===== config.mk =====
export PLATFORM = sky130hd
export DESIGN_NAME = aes_stream_ctrl
export DESIGN_NICKNAME = d
export VERILOG_FILES = /design/src/rtl/aes_stream_pkg.sv /design/src/rtl/aes_byte_shifter.sv /design/src/rtl/aes_stream_ctrl.sv
export SDC_FILE = /design/constraint.sdc
export NUM_CORES = 1
export LEC_CHECK = 0
export BUFFER_PORTS_ARGS = -buffer_cell sky130_fd_sc_hd__buf_2
export CORE_AREA = 10 10 200 202
export CTS_BUF_LIST = sky130_fd_sc_hd__clkbuf_4 sky130_fd_sc_hd__clkbuf_8
export CTS_CLUSTER_SIZE = 24
export DETAILED_ROUTE_END_ITERATION = 7
export DIE_AREA = 0 0 210 212
export HOLD_SLACK_MARGIN = 0.1
export SLEW_MARGIN = 20
export SYNTH_ARGS = -nofsm -noshare
export SYNTH_HDL_FRONTEND = slang
export SYNTH_HIERARCHICAL = 1
export SYNTH_SLANG_ARGS = --single-unit

===== constraint.sdc =====
create_clock -name Clk -period 4.1 [get_ports Clk]
set_input_delay 0 -clock Clk [delete_from_list [all_inputs] [get_ports Clk]]
set_output_delay 0 -clock Clk [all_outputs]
set_load 0.1 [all_outputs]

===== src/rtl/aes_stream_pkg.sv =====
// aes_stream_pkg: state encoding and block sizing shared by the AES byte-stream front end.
package aes_stream_pkg;
    typedef enum logic [2:0] {LOAD, START, WAIT, UNLOAD, ERR} state_t;
    localparam int AES_BLOCK_BYTES = 16;
    localparam int AES_BYTE_CNT_W  = 4;
endpackage


===== src/rtl/aes_byte_shifter.sv =====
// aes_byte_shifter: 128-bit block register with parallel load, LSB byte shift-in and MSB byte shift-out.
module aes_byte_shifter (
    input  logic         Clk,
    input  logic         Rst,
    input  logic         load,
    input  logic [127:0] load_data,
    input  logic         shift_in,
    input  logic [7:0]   in_byte,
    input  logic         shift_out,
    output logic [127:0] data,
    output logic [7:0]   msb_byte
);
    always_ff @(posedge Clk or negedge Rst)
        if (!Rst) data <= '0;
        else if (load) data <= load_data;
        else if (shift_in) data <= {data[119:0], in_byte};
        else if (shift_out) data <= {data[119:0], 8'h00};
    assign msb_byte = data[127:120];
endmodule


===== src/rtl/aes_stream_ctrl.sv =====
// aes_stream_ctrl: loads 16 bytes, runs the AES core once, streams 16 result bytes back out.
// Watchdog and ERR state are compiled in only with AES_STREAM_TIMEOUT_EN.
module aes_stream_ctrl
    import aes_stream_pkg::*;
#(
    parameter int TIMEOUT = 200
) (
    input  logic         Clk,
    input  logic         Rst,
    input  logic         i_Valid,
    input  logic [7:0]   i_Byte,
    output logic         o_Ready,
    input  logic         i_fDec,
    input  logic [127:0] i_Key,
    output logic         o_AesStart,
    output logic         o_AesDec,
    output logic [127:0] o_AesData,
    output logic [127:0] o_AesKey,
    input  logic [127:0] i_AesData,
    input  logic         i_AesDone,
    output logic         o_Valid,
    output logic [7:0]   o_Byte,
    input  logic         i_Ready,
    output logic         o_Busy,
    output logic         o_Err
);
    state_t state, state_nx;
    logic [AES_BYTE_CNT_W-1:0] cnt;
    logic [127:0] key_q;
    logic live, dec_q, accept, xfer, last, wd_exp;
    assign accept = i_Valid && o_Ready;
    assign xfer   = o_Valid && i_Ready;
    assign last   = cnt == AES_BYTE_CNT_W'(AES_BLOCK_BYTES - 1);
`ifdef AES_STREAM_TIMEOUT_EN
    localparam int WD_W = $clog2(TIMEOUT + 1);
    logic [WD_W-1:0] wd;
    always_ff @(posedge Clk or negedge Rst)
        if (!Rst) wd <= '0;
        else wd <= (state == WAIT) ? wd + 1'b1 : '0;
    assign wd_exp = wd == WD_W'(TIMEOUT - 1);
    assign o_Err  = state == ERR;
`else
    assign wd_exp = 1'b0;
    assign o_Err  = 1'b0;
`endif
    always_ff @(posedge Clk or negedge Rst)
        if (!Rst) state <= LOAD;
        else state <= state_nx;
    // Done is checked before the watchdog so a same-cycle done always wins.
    always_comb begin
        state_nx = state;
        case (state)
            LOAD:    if (accept && last) state_nx = START;
            START:   state_nx = WAIT;
            WAIT:    if (i_AesDone) state_nx = UNLOAD;
                     else if (wd_exp) state_nx = ERR;
            UNLOAD:  if (xfer && last) state_nx = LOAD;
            default: state_nx = state;
        endcase
    end
    // live keeps o_Ready low until the first edge after reset release.
    always_comb begin
        o_Ready    = live && state == LOAD;
        o_Valid    = state == UNLOAD;
        o_AesStart = state == START;
        o_Busy     = state != LOAD;
    end
    always_ff @(posedge Clk or negedge Rst)
        if (!Rst) begin
            live  <= 1'b0;
            cnt   <= '0;
            dec_q <= 1'b0;
            key_q <= '0;
        end else begin
            live <= 1'b1;
            if (accept || xfer) cnt <= cnt + 1'b1;
            if (accept && last) begin
                dec_q <= i_fDec;
                key_q <= i_Key;
            end
        end
    aes_byte_shifter u_shifter (
        .Clk       (Clk),
        .Rst       (Rst),
        .load      (state == WAIT && i_AesDone),
        .load_data (i_AesData),
        .shift_in  (accept),
        .in_byte   (i_Byte),
        .shift_out (xfer),
        .data      (o_AesData),
        .msb_byte  (o_Byte)
    );
    assign o_AesKey = key_q;
    assign o_AesDec = dec_q;
endmodule


==> results of run 1 <==
==> placed cells by master, fill, tap and decap left out, types with 2 or more instances in the layout <==
cell type / n
clkbuf_8: 60
nor2b_1: 128
clkbuf_4: 17
nand4_1: 2
and2_4: 2
a21oi_1: 16
diode_2: 7
inv_1: 4
buf_2: 537
a221o_1: 120
dfrtp_1: 264
clkinv_2: 4
mux2_2: 110
conb_1: 2
nor4b_1: 101
xnor2_1: 2
or3b_1: 8
buf_4: 6
nor4b_2: 19
dlygate4sd3_1: 269
mux2_4: 21
buf_12: 10
ha_1: 5
==> where the power goes <==
group	total (mW)	internal (mW)	switching (mW)
Sequential	4.07	3.43	0.643
Combinational	10.5	2.43	8.07
Clock	2.55	1.46	1.09
==> worst min path at each step <==
stage | start | end | slack (ns) | depth (start not counted)
finish | i_Key[62] | o_AesKey[62] | 0.18 | 3
global route | i_Key[62] | o_AesKey[62] | 0.13 | 3
CTS | i_Key[110] | o_AesKey[110] | 0.10 | 3
detailed placement | Rst | o_AesKey[82] | 0.08 | 1
global placement | Rst | o_AesKey[84] | 0.08 | 1
floorplan | Rst | cnt[0] | -0.30 | 0
==> worst register-to-register path: stages, from the launching register on <==
cell,delay (ns)
dfrtp_1,0.40
inv_1,0.11
ha_1,0.23
and3_4,0.22
buf_12,0.44
or2_4,0.62
buf_12,0.41
a221o_1,0.26
==> flip-flops by register name (all words and copies together), names as in the netlist <==
register        cells
state               2
o_AesDec            1
cnt                 4
u_shifter/data    128
o_AesKey          128
live                1
==> cells by family (layout without fill, tap and decap cells) <==
family / after synthesis / count (layout) / synth area share (%)
AND/OR/NAND/NOR: 268 / 268 / 16.7
flip-flops: 264 / 264 / 52.1
AO/OA/AOI/OAI: 139 / 139 / 10.3
multiplexers: 131 / 131 / 12.3
buffers and inverters: 112 / 909 / 7.87
adder cells (fa/ha/maj): 5 / 5 / 0.493
XOR/XNOR: 3 / 3 / 0.207
other: 2 / 9 / 0.0592
==> final cells by class <==
cell class              instances  area (um2)
flip-flops and latches        264        6610
clock inverters                 4        20.0
multi-input cells             548        5080
clock buffers                  77         953
repair buffers                824        5670
well taps                     468         586
diodes                          7        17.5
fillers                      3054       17100
inverters                       4        15.0
==> routing by layer <==
metal	GRT usage, %	vias up
met5	0	-
li1	-	5042
met2	35.0	504
met4	8.91	2
met3	6.63	94
met1	24.3	5531
==> results.txt, run 1 <==
CP Capture Point -> u_shifter/data[33]
antenna violations before repair -> 8
slowest stage delay, CP -> 0.60 ns
DRT antenna net count -> 0
Post-CTS Setup Inserts -> 0
crit-path max FO -> 138
Critical Path, Cell by Cell -> inv_1 -> ha_1 -> and3_4 -> buf_12 -> or2_4 -> buf_12 -> a221o_1
crit path time final -> 2.76 ns
Synth Instances -> 924
DP Wirelength -> 32.3 mm
setup TNS -> 0 ns
Least-Margin Pin Slew -> 0.841 ns
htree depth -> 2
clock root cell -> clkbuf_8
Pre-Repair DR Iteration Count -> 5
die outline width -> 210 um
class of the worst hold path -> in -> reg
DRC errors left -> 0
cell depth of the worst flop-to-flop path -> 7
Post-CTS Hold Fix Bufs -> 270
vias in the first global route -> 11900
dpl cells -> 1838
PwrDens -> 903 nW/um2
register area share after synthesis -> 52.1%
final hold vios -> 0
crit end category -> flip-flop
# clock sinks -> 264
Area contributors post-synth -> dfrtp_1, mux2_2, a221o_1, nor4b_1, nor2b_1
Max Freq -> 362 MHz
final core utilization -> 52.5%
Crit path arrival time -> 3.28 ns
met2 routed WL -> 24.1 mm
I/O Buffers -> 538
Yosys top cell by area -> dfrtp_1
site row count -> 70
clock buffer depth -> 3
Final Non-Filler Cells -> 2196
Via density -> 5.09
FF+latch count, synth -> 264
fin area -> 19000 um2
Final setup viols -> 0
Levels on crit path -> 7
Avg Inst Size Synth -> 13.7 um2
crit path kind -> reg -> reg
Place WS -> 1.28 ns
Synth cell types -> 31
Syn Nets -> 1199
Starting Density -> 35.1%
cell mode on critical path -> buf_12
total die area -> 44500 um2
Synth Cell Area -> 12700 um2
IO Pins -> 540
R2R Path End -> u_shifter/data[33]
top cell type's share of synthesized area -> 52.1%
uppermost layer routed -> met5
initial DRC count -> 702
r2r setup slk -> 1.34 ns
routability congestion estimate from global placement -> 0.784
via count -> 11200
CP bufs+invs -> 3
RSZ-0062 raised after global routing -> no
kind of cell adding the most delay to the critical path -> buffers and inverters
Die Y -> 212 um
Req. time, crit path -> 4.62 ns
core area -> 36100 um2
worst relative slew slack -> 43.9%
outcome -> complete, no violations
slowest stage cell, crit path -> or2_4
fraction of registers with async set/reset -> 100%
r2r startpoint -> state[0]
crit share post-route -> 67.3%
Area after DPL -> 15200 um2
M1 wire length -> 19.1 mm
most numerous cell in the Yosys netlist -> dfrtp_1
top cell types by occurrence after synthesis -> dfrtp_1, nor2b_1, a221o_1
fin nets -> 1964
Critical Path Start -> state[0]
total grt overflow -> 0
clock-pin slew on the worst setup and hold paths -> 0.06 ns
GRT Util Overall -> 20.9%
pin count of the biggest net entering global routing -> 139
Pwr Total -> 17.1 mW
Layout area overhead -> 49.5%
fin. max-slew vios -> 0
first-pass GRT wire length -> 73.4 mm
met3 wire len -> 3.82 mm
ys flop type -> dfrtp_1
final wirelength -> 48.8 mm
MaxCap Viol Count -> 0
Post-synth EDFFs -> 0
number of buffers created by CTS -> 47
CTS resizes -> 0
CTS tree -> yes
Worst-Skew Late Latency -> 0.59 ns
share of post-route cells with drive strength above 1 -> 46.0%
routed length per instance -> 22.2 um
Yosys Warn Count -> 6
hold_ws -> 0.176 ns
Pleak -> 9.57 nW
Peak VDD IR -> 0.998 mV
Final Worst Setup Slack -> 1.34 ns
crit start category -> flip-flop
skew final -> 0.0189 ns
Power figures use the tool's default switching activity.
==> inputs of run 2 (changes only) <==
Clock period 4.1 ns to 2.53 ns, I/O delays scaled along.
==> run 2 against run 1 <==
- global-route usage grew 0.62 points
- via count up 0.11%
- first-iteration DRC count up 12%
- die area unchanged
- worst setup slack worse by 1.1 ns
- cell count rose by 1.2%
- combinational power increased by 64%
- utilization is 0.87 points higher
- count of clock-buffer cells in the layout increased by 5
- largest cell class unchanged
- largest power group unchanged
==> results.txt, run 2 (synthesis results as in run 1) <==
outcome -> complete, no violations
initial DRC count -> 786
hold path start -> i_Key[120]
r2r setup slk -> 0.24 ns
site row count -> 70
Pwr Total -> 28.1 mW
hold path endpoint -> o_AesKey[120]
total grt overflow -> 0
RSZ-0062 raised after global routing -> no
vias in the first global route -> 12000
Final Non-Filler Cells -> 2222
crit path time final -> 2.29 ns
# clock sinks -> 264
routed length per instance -> 22.6 um
antenna violations before repair -> 5
fin. max-slew vios -> 0
crit start category -> flip-flop
crit share post-route -> 90.3%
IO Pins -> 540
clock-pin slew on the worst setup and hold paths -> 0.06 ns
DRC errors left -> 0
Max Freq -> 438 MHz
Least-Margin Pin Slew -> 0.586 ns
core area -> 36100 um2
MaxCap Viol Count -> 0
Layout area overhead -> 51.9%
Final setup viols -> 0
Area after DPL -> 15500 um2
Pre-Repair DR Iteration Count -> 5
most frequent cells in the layout -> buf_2, dlygate4sd3_1, dfrtp_1, nor2b_1, a221o_1
crit end category -> flip-flop
I/O Buffers -> 538
clock root cell -> clkbuf_8
setup TNS -> 0 ns
Crit path arrival time -> 2.82 ns
worst hold path depth -> 3
skew final -> 0.0254 ns
Via density -> 5.03
Die Y -> 212 um
r2r startpoint -> state[0]
R2R Path End -> u_shifter/data[2]
htree depth -> 2
pin count of the biggest net entering global routing -> 80
fillers -> 3008
crit path kind -> reg -> reg
Final Worst Setup Slack -> 0.244 ns
class of the worst hold path -> in -> reg
Place WS -> 0.297 ns
GRT Util Overall -> 21.5%
PwrDens -> 1460 nW/um2
Peak VDD IR -> 1.41 mV
die outline width -> 210 um
CTS tree -> yes
final hold vios -> 0
final wirelength -> 50.1 mm
DP Wirelength -> 33.8 mm
share of post-route cells with drive strength above 1 -> 46.9%
Worst-Skew Late Latency -> 0.60 ns
fin nets -> 1990
crit-path max FO -> 23
worst relative slew slack -> 61.2%
cell depth of the worst flop-to-flop path -> 6
Starting Density -> 35.1%
clock buffer depth -> 3
number of buffers created by CTS -> 48
fin area -> 19300 um2
dpl cells -> 1860
DRT antenna net count -> 0
routability congestion estimate from global placement -> 0.810
via count -> 11200
commonest non-fill, non-tap cell in the layout -> buf_2
total die area -> 44500 um2
Pleak -> 9.75 nW
first-pass GRT wire length -> 75.3 mm
Req. time, crit path -> 3.06 ns
run 2: cell types whose count changed in the layout (fill, tap and decap cells not counted):
cell           change
buf_12             +6
buf_4             +18
bufinv_16          +1
clkbuf_4           +6
clkbuf_8           -1
diode_2            -5
dlygate4sd3_1      +1
run 2: critical path: stages, from the launching register on:
cell	delay, ns
dfrtp_1	0.40
ha_1	0.25
and2_4	0.25
buf_4	0.24
or3b_1	0.37
a21oi_1	0.13
dlygate4sd3_1	0.56
run 2: final cells by class:
type	instances	area [um2]	area share [%]
Antenna cell	2	5.00	0.0260
Clock buffer	82	985	5.11
Clock inverter	5	50.0	0.260
Inverter	4	15.0	0.0779
Multi-Input combinational cell	548	5080	26.4
Sequential cell	264	6610	34.3
Tap cell	468	586	3.04
Timing Repair Buffer	849	5930	30.8
run 2: stage by stage:
| step | utilization [%] | hold WS, ns |
|---|---|---|
| 3_5_place_dp | 42.9 | 0.00993 |
| 6_report | 53.4 | 0.169 |
| 3_3_place_gp | 42.9 | 0.00203 |
| 2_1_floorplan | - | -0.296 |
| 4_1_cts | 53.3 | 0.100 |
| 5_1_grt | 53.4 | 0.132 |
run 2: metal layers:
layer	up-vias	GRT usage (%)	part of all wire, %
li1	5078	-	-
met1	5526	25.2	39
met2	488	36.1	50
met3	89	6.68	8.1
met4	4	8.71	3.2
met5	-	0	0.054
run 2: how the worst max path moves through the flow:
stage	from	to	slack (ns)
6_report	state[0]	u_shifter/data[2]	0.24
5_1_grt	state[1]	u_shifter/data[3]	0.12
4_1_cts	state[0]	u_shifter/data[5]	0.14
3_5_place_dp	state[0]	o_AesKey[72]	0.30
3_3_place_gp	state[0]	u_shifter/data[45]	0.35
2_1_floorplan	state[1]	u_shifter/data[17]	0.18
run 2: timing repair:
action,4_1_cts,5_1_grt
setup endpoints to repair,0,1
resized for setup,0,0
setup buffers,0,2
hold buffers,271,0
hold endpoints to repair,523,0
run 2: where the power goes:
group / internal (mW) / switching, mW / total, mW / leakage [nW]
clock network: 2.53 / 1.84 / 4.38 / 0.560
logic: 4.05 / 13.1 / 17.2 / 5.70
registers: 5.55 / 1.03 / 6.59 / 3.49
total: 12.1 / 16.0 / 28.1 / 9.75
==> inputs of run 3 (changes only) <==
Settings changed: BUFFER_PORTS_ARGS -buffer_cell sky130_fd_sc_hd__buf_2 to not set, CORE_AREA 10 10 200 202 to 10 10 201 203, CTS_CLUSTER_DIAMETER set to 80, DIE_AREA 0 0 210 212 to 0 0 211 213, DONT_BUFFER_PORTS set to 1.
==> run 3 against run 2 <==
- the run now fails in 4_1_cts
- area after synthesis unchanged
- synthesized cell count stayed put
==> results.txt, run 3 <==
Synth cell types -> 31
Area contributors post-synth -> dfrtp_1, mux2_2, a221o_1, nor4b_1, nor2b_1
die outline width -> 211 um
Stopped at -> 4_1_cts
clock buffer depth -> 3
DP Wirelength -> 32.6 mm
Synth Instances -> 924
post-synthesis xor/xnor area fraction -> 0.207%
top cell types by occurrence after synthesis -> dfrtp_1, nor2b_1, a221o_1
Synth Area in Adders -> 0.493%
Die Y -> 213 um
I/O Buffers -> 0
mux share of post-synthesis cell area -> 12.3%
routability congestion estimate from global placement -> 0.854
Starting Density -> 35.0%
Yosys Warn Count -> 6
dpl cells -> 1471
register area share after synthesis -> 52.1%
# clock sinks -> 264
Synth Cell Area -> 12700 um2
site row count -> 70
number of buffers created by CTS -> 18
CTS resizes -> 0
IO Pins -> 540
FF+latch count, synth -> 264
largest family of logic cells by synthesized area -> simple AND/OR/NAND/NOR gates
Post-synth EDFFs -> 0
outcome -> did not finish
top cell type's share of synthesized area -> 52.1%
ys flop type -> dfrtp_1
area fraction in compound gates after synthesis -> 10.3%
Avg Inst Size Synth -> 13.7 um2
most numerous cell in the Yosys netlist -> dfrtp_1
Yosys top cell by area -> dfrtp_1
Error -> [ERROR RSZ-0060] Max buffer count reached.
htree depth -> 1
fraction of registers with async set/reset -> 100%
Post-CTS Hold Fix Bufs -> 301
Syn Nets -> 1199
Post-CTS Setup Inserts -> 0
Synth Area in Simple Gates -> 16.7%
clock root cell -> clkbuf_8
run 3: cells by family after synthesis:
family | Yosys count
mux | 131
simple gates | 268
other cells | 2
xor+xnor | 3
flops | 264
compound gates | 139
buf+inv | 112
fa+ha+maj | 5
run 3: metrics by stage:
step / area [um2] / setup slack [ns] / util (%) / hold slack [ns]
after global placement: 13800 / 0.317 / 38.1 / -0.283
after detailed placement: 13800 / 0.258 / 38.1 / -0.284
after floorplan: 12700 / 0.179 / - / -0.296
==> inputs of run 4 (changes only) <==
Settings changed: CORE_AREA 10 10 201 203 to 10 10 200 202, CTS_BUF_LIST sky130_fd_sc_hd__clkbuf_4 sky130_fd_sc_hd__clkbuf_8 to not set, CTS_CLUSTER_DIAMETER 80 to not set, CTS_CLUSTER_SIZE 24 to not set, DIE_AREA 0 0 211 213 to 0 0 210 212, HOLD_SLACK_MARGIN 0.1 to not set, PLACE_DENSITY_LB_ADDON set to 0.15.
Clock period 2.53 ns to 3.3 ns, I/O delays scaled along.
==> run 4 against run 3 <==
- the flow now finishes, with violations (negative hold slack)
==> results.txt, run 4 (synthesis results as in run 1) <==
GRT Util Overall -> 18.6%
Worst-Skew Late Latency -> 0.56 ns
crit path kind -> reg -> reg
I/O Buffers -> 0
cell depth of the worst flop-to-flop path -> 7
Critical Path Start -> state[0]
clock root cell -> clkbuf_16
R2R Path End -> u_shifter/data[0]
M1 wire length -> 16.8 mm
initial DRC count -> 623
Crit path arrival time -> 3.06 ns
Final setup viols -> 0
Pre-Repair DR Iteration Count -> 7
# clock sinks -> 264
r2r setup slk -> 0.68 ns
CTS tree -> yes
uppermost layer routed -> met4
Least-Margin Pin Slew -> 1.07 ns
core area -> 36100 um2
clock buffer depth -> 3
failing checks -> negative hold slack
Post-CTS Hold Fix Bufs -> 267
slowest stage delay, CP -> 0.56 ns
pin count of the biggest net entering global routing -> 265
Max Freq -> 381 MHz
worst relative slew slack -> 28.6%
r2r startpoint -> state[0]
final hold vios -> 264
antenna violations before repair -> 3
vias in the first global route -> 9422
hold_ws -> -0.851 ns
commonest non-fill, non-tap cell in the layout -> dlygate4sd3_1
IO Pins -> 540
die outline width -> 210 um
number of buffers created by CTS -> 31
DRT antenna net count -> 0
first-pass GRT wire length -> 65.0 mm
CP Capture Point -> u_shifter/data[0]
site row count -> 70
DRC errors left -> 0
Critical Path, Cell by Cell -> inv_1 -> ha_1 -> and2_4 -> buf_12 -> nor2b_1 -> a21oi_1 -> dlygate4sd3_1
via count -> 8947
CTS resizes -> 0
met3 wire len -> 4.11 mm
fillers -> 3182
routed length per instance -> 26.6 um
DP Wirelength -> 30.2 mm
crit path time final -> 2.62 ns
share of post-route cells with drive strength above 1 -> 21.8%
routability congestion estimate from global placement -> 0.782
slowest stage cell, crit path -> dlygate4sd3_1
Req. time, crit path -> 3.74 ns
Via density -> 5.41
crit end category -> flip-flop
Layout area overhead -> 30.9%
final wirelength -> 43.9 mm
RSZ-0062 raised after global routing -> no
setup TNS -> 0 ns
clock-pin slew on the worst setup and hold paths -> 0.06 ns
fin. max-slew vios -> 0
skew final -> 0.0132 ns
most frequent cells in the layout -> dlygate4sd3_1, dfrtp_1, nor2b_1, a221o_1, mux2_2
met2 routed WL -> 22.4 mm
total die area -> 44500 um2
crit-path max FO -> 73
htree depth -> 1
total grt overflow -> 0
crit start category -> flip-flop
Post-CTS Setup Inserts -> 0
Starting Density -> 35.1%
outcome -> complete, but fails checks
fin nets -> 1435
class of the worst hold path -> in -> async
MaxCap Viol Count -> 0
Die Y -> 212 um
crit share post-route -> 79.5%
[run 4: layout make-up]
| type | count | area (um2) | area share [%] |
|---|---|---|---|
| flip-flops and latches | 264 | 6620 | 39.9 |
| clock inverters | 15 | 288 | 1.73 |
| inverters | 4 | 15.0 | 0.0905 |
| multi-input cells | 548 | 5080 | 30.7 |
| repair buffers | 311 | 3140 | 18.9 |
| diodes | 4 | 10.0 | 0.0603 |
| clock buffers | 40 | 850 | 5.12 |
| well taps | 468 | 586 | 3.53 |
[run 4: per-layer routing]
layer / GRT usage, % / vias up
met5: 0 / -
met4: 4.32 / 0
met3: 6.76 / 43
met2: 31.9 / 408
met1: 21.8 / 4520
li1: - / 3976
[run 4: worst min-delay path by stage]
stage          from            end  slack [ns]  cells past startpoint
4_1_cts         Rst  o_AesKey[100]       -0.88                      0
5_1_grt         Rst  o_AesKey[100]       -0.88                      0
3_5_place_dp    Rst  o_AesKey[100]       -0.28                      0
6_report        Rst  o_AesKey[100]       -0.85                      0
3_3_place_gp    Rst  o_AesKey[100]       -0.28                      0
2_1_floorplan   Rst         cnt[0]       -0.30                      0
[run 4: metrics by stage]
step | instances | instance area [um2] | setup slack (ns) | hold WS, ns | util, %
2_1_floorplan | 924 | 12700 | 0.949 | -0.296 | -
3_3_place_gp | 1328 | 12800 | 0.942 | -0.282 | 35.4
3_5_place_dp | 1328 | 12800 | 0.914 | -0.282 | 35.4
4_1_cts | 1650 | 16600 | 0.681 | -0.877 | 45.9
5_1_grt | 1653 | 16600 | 0.491 | -0.877 | 46.0
6_report | 1654 | 16600 | 0.678 | -0.851 | 46.0
[run 4: worst max-delay path: cells and delay by family (launching register included)]
family | cells | cell delay (ns)
DFF | 1 | 0.40
and+or+nand+nor | 2 | 0.77
adders and majority gates | 1 | 0.23
buffers and inverters | 3 | 1.00
AOI/OAI and AO/OA | 1 | 0.06
Power of run 4 is not shown: default switching activity piles up to over one toggle a cycle in this logic, so the estimate is an artifact.
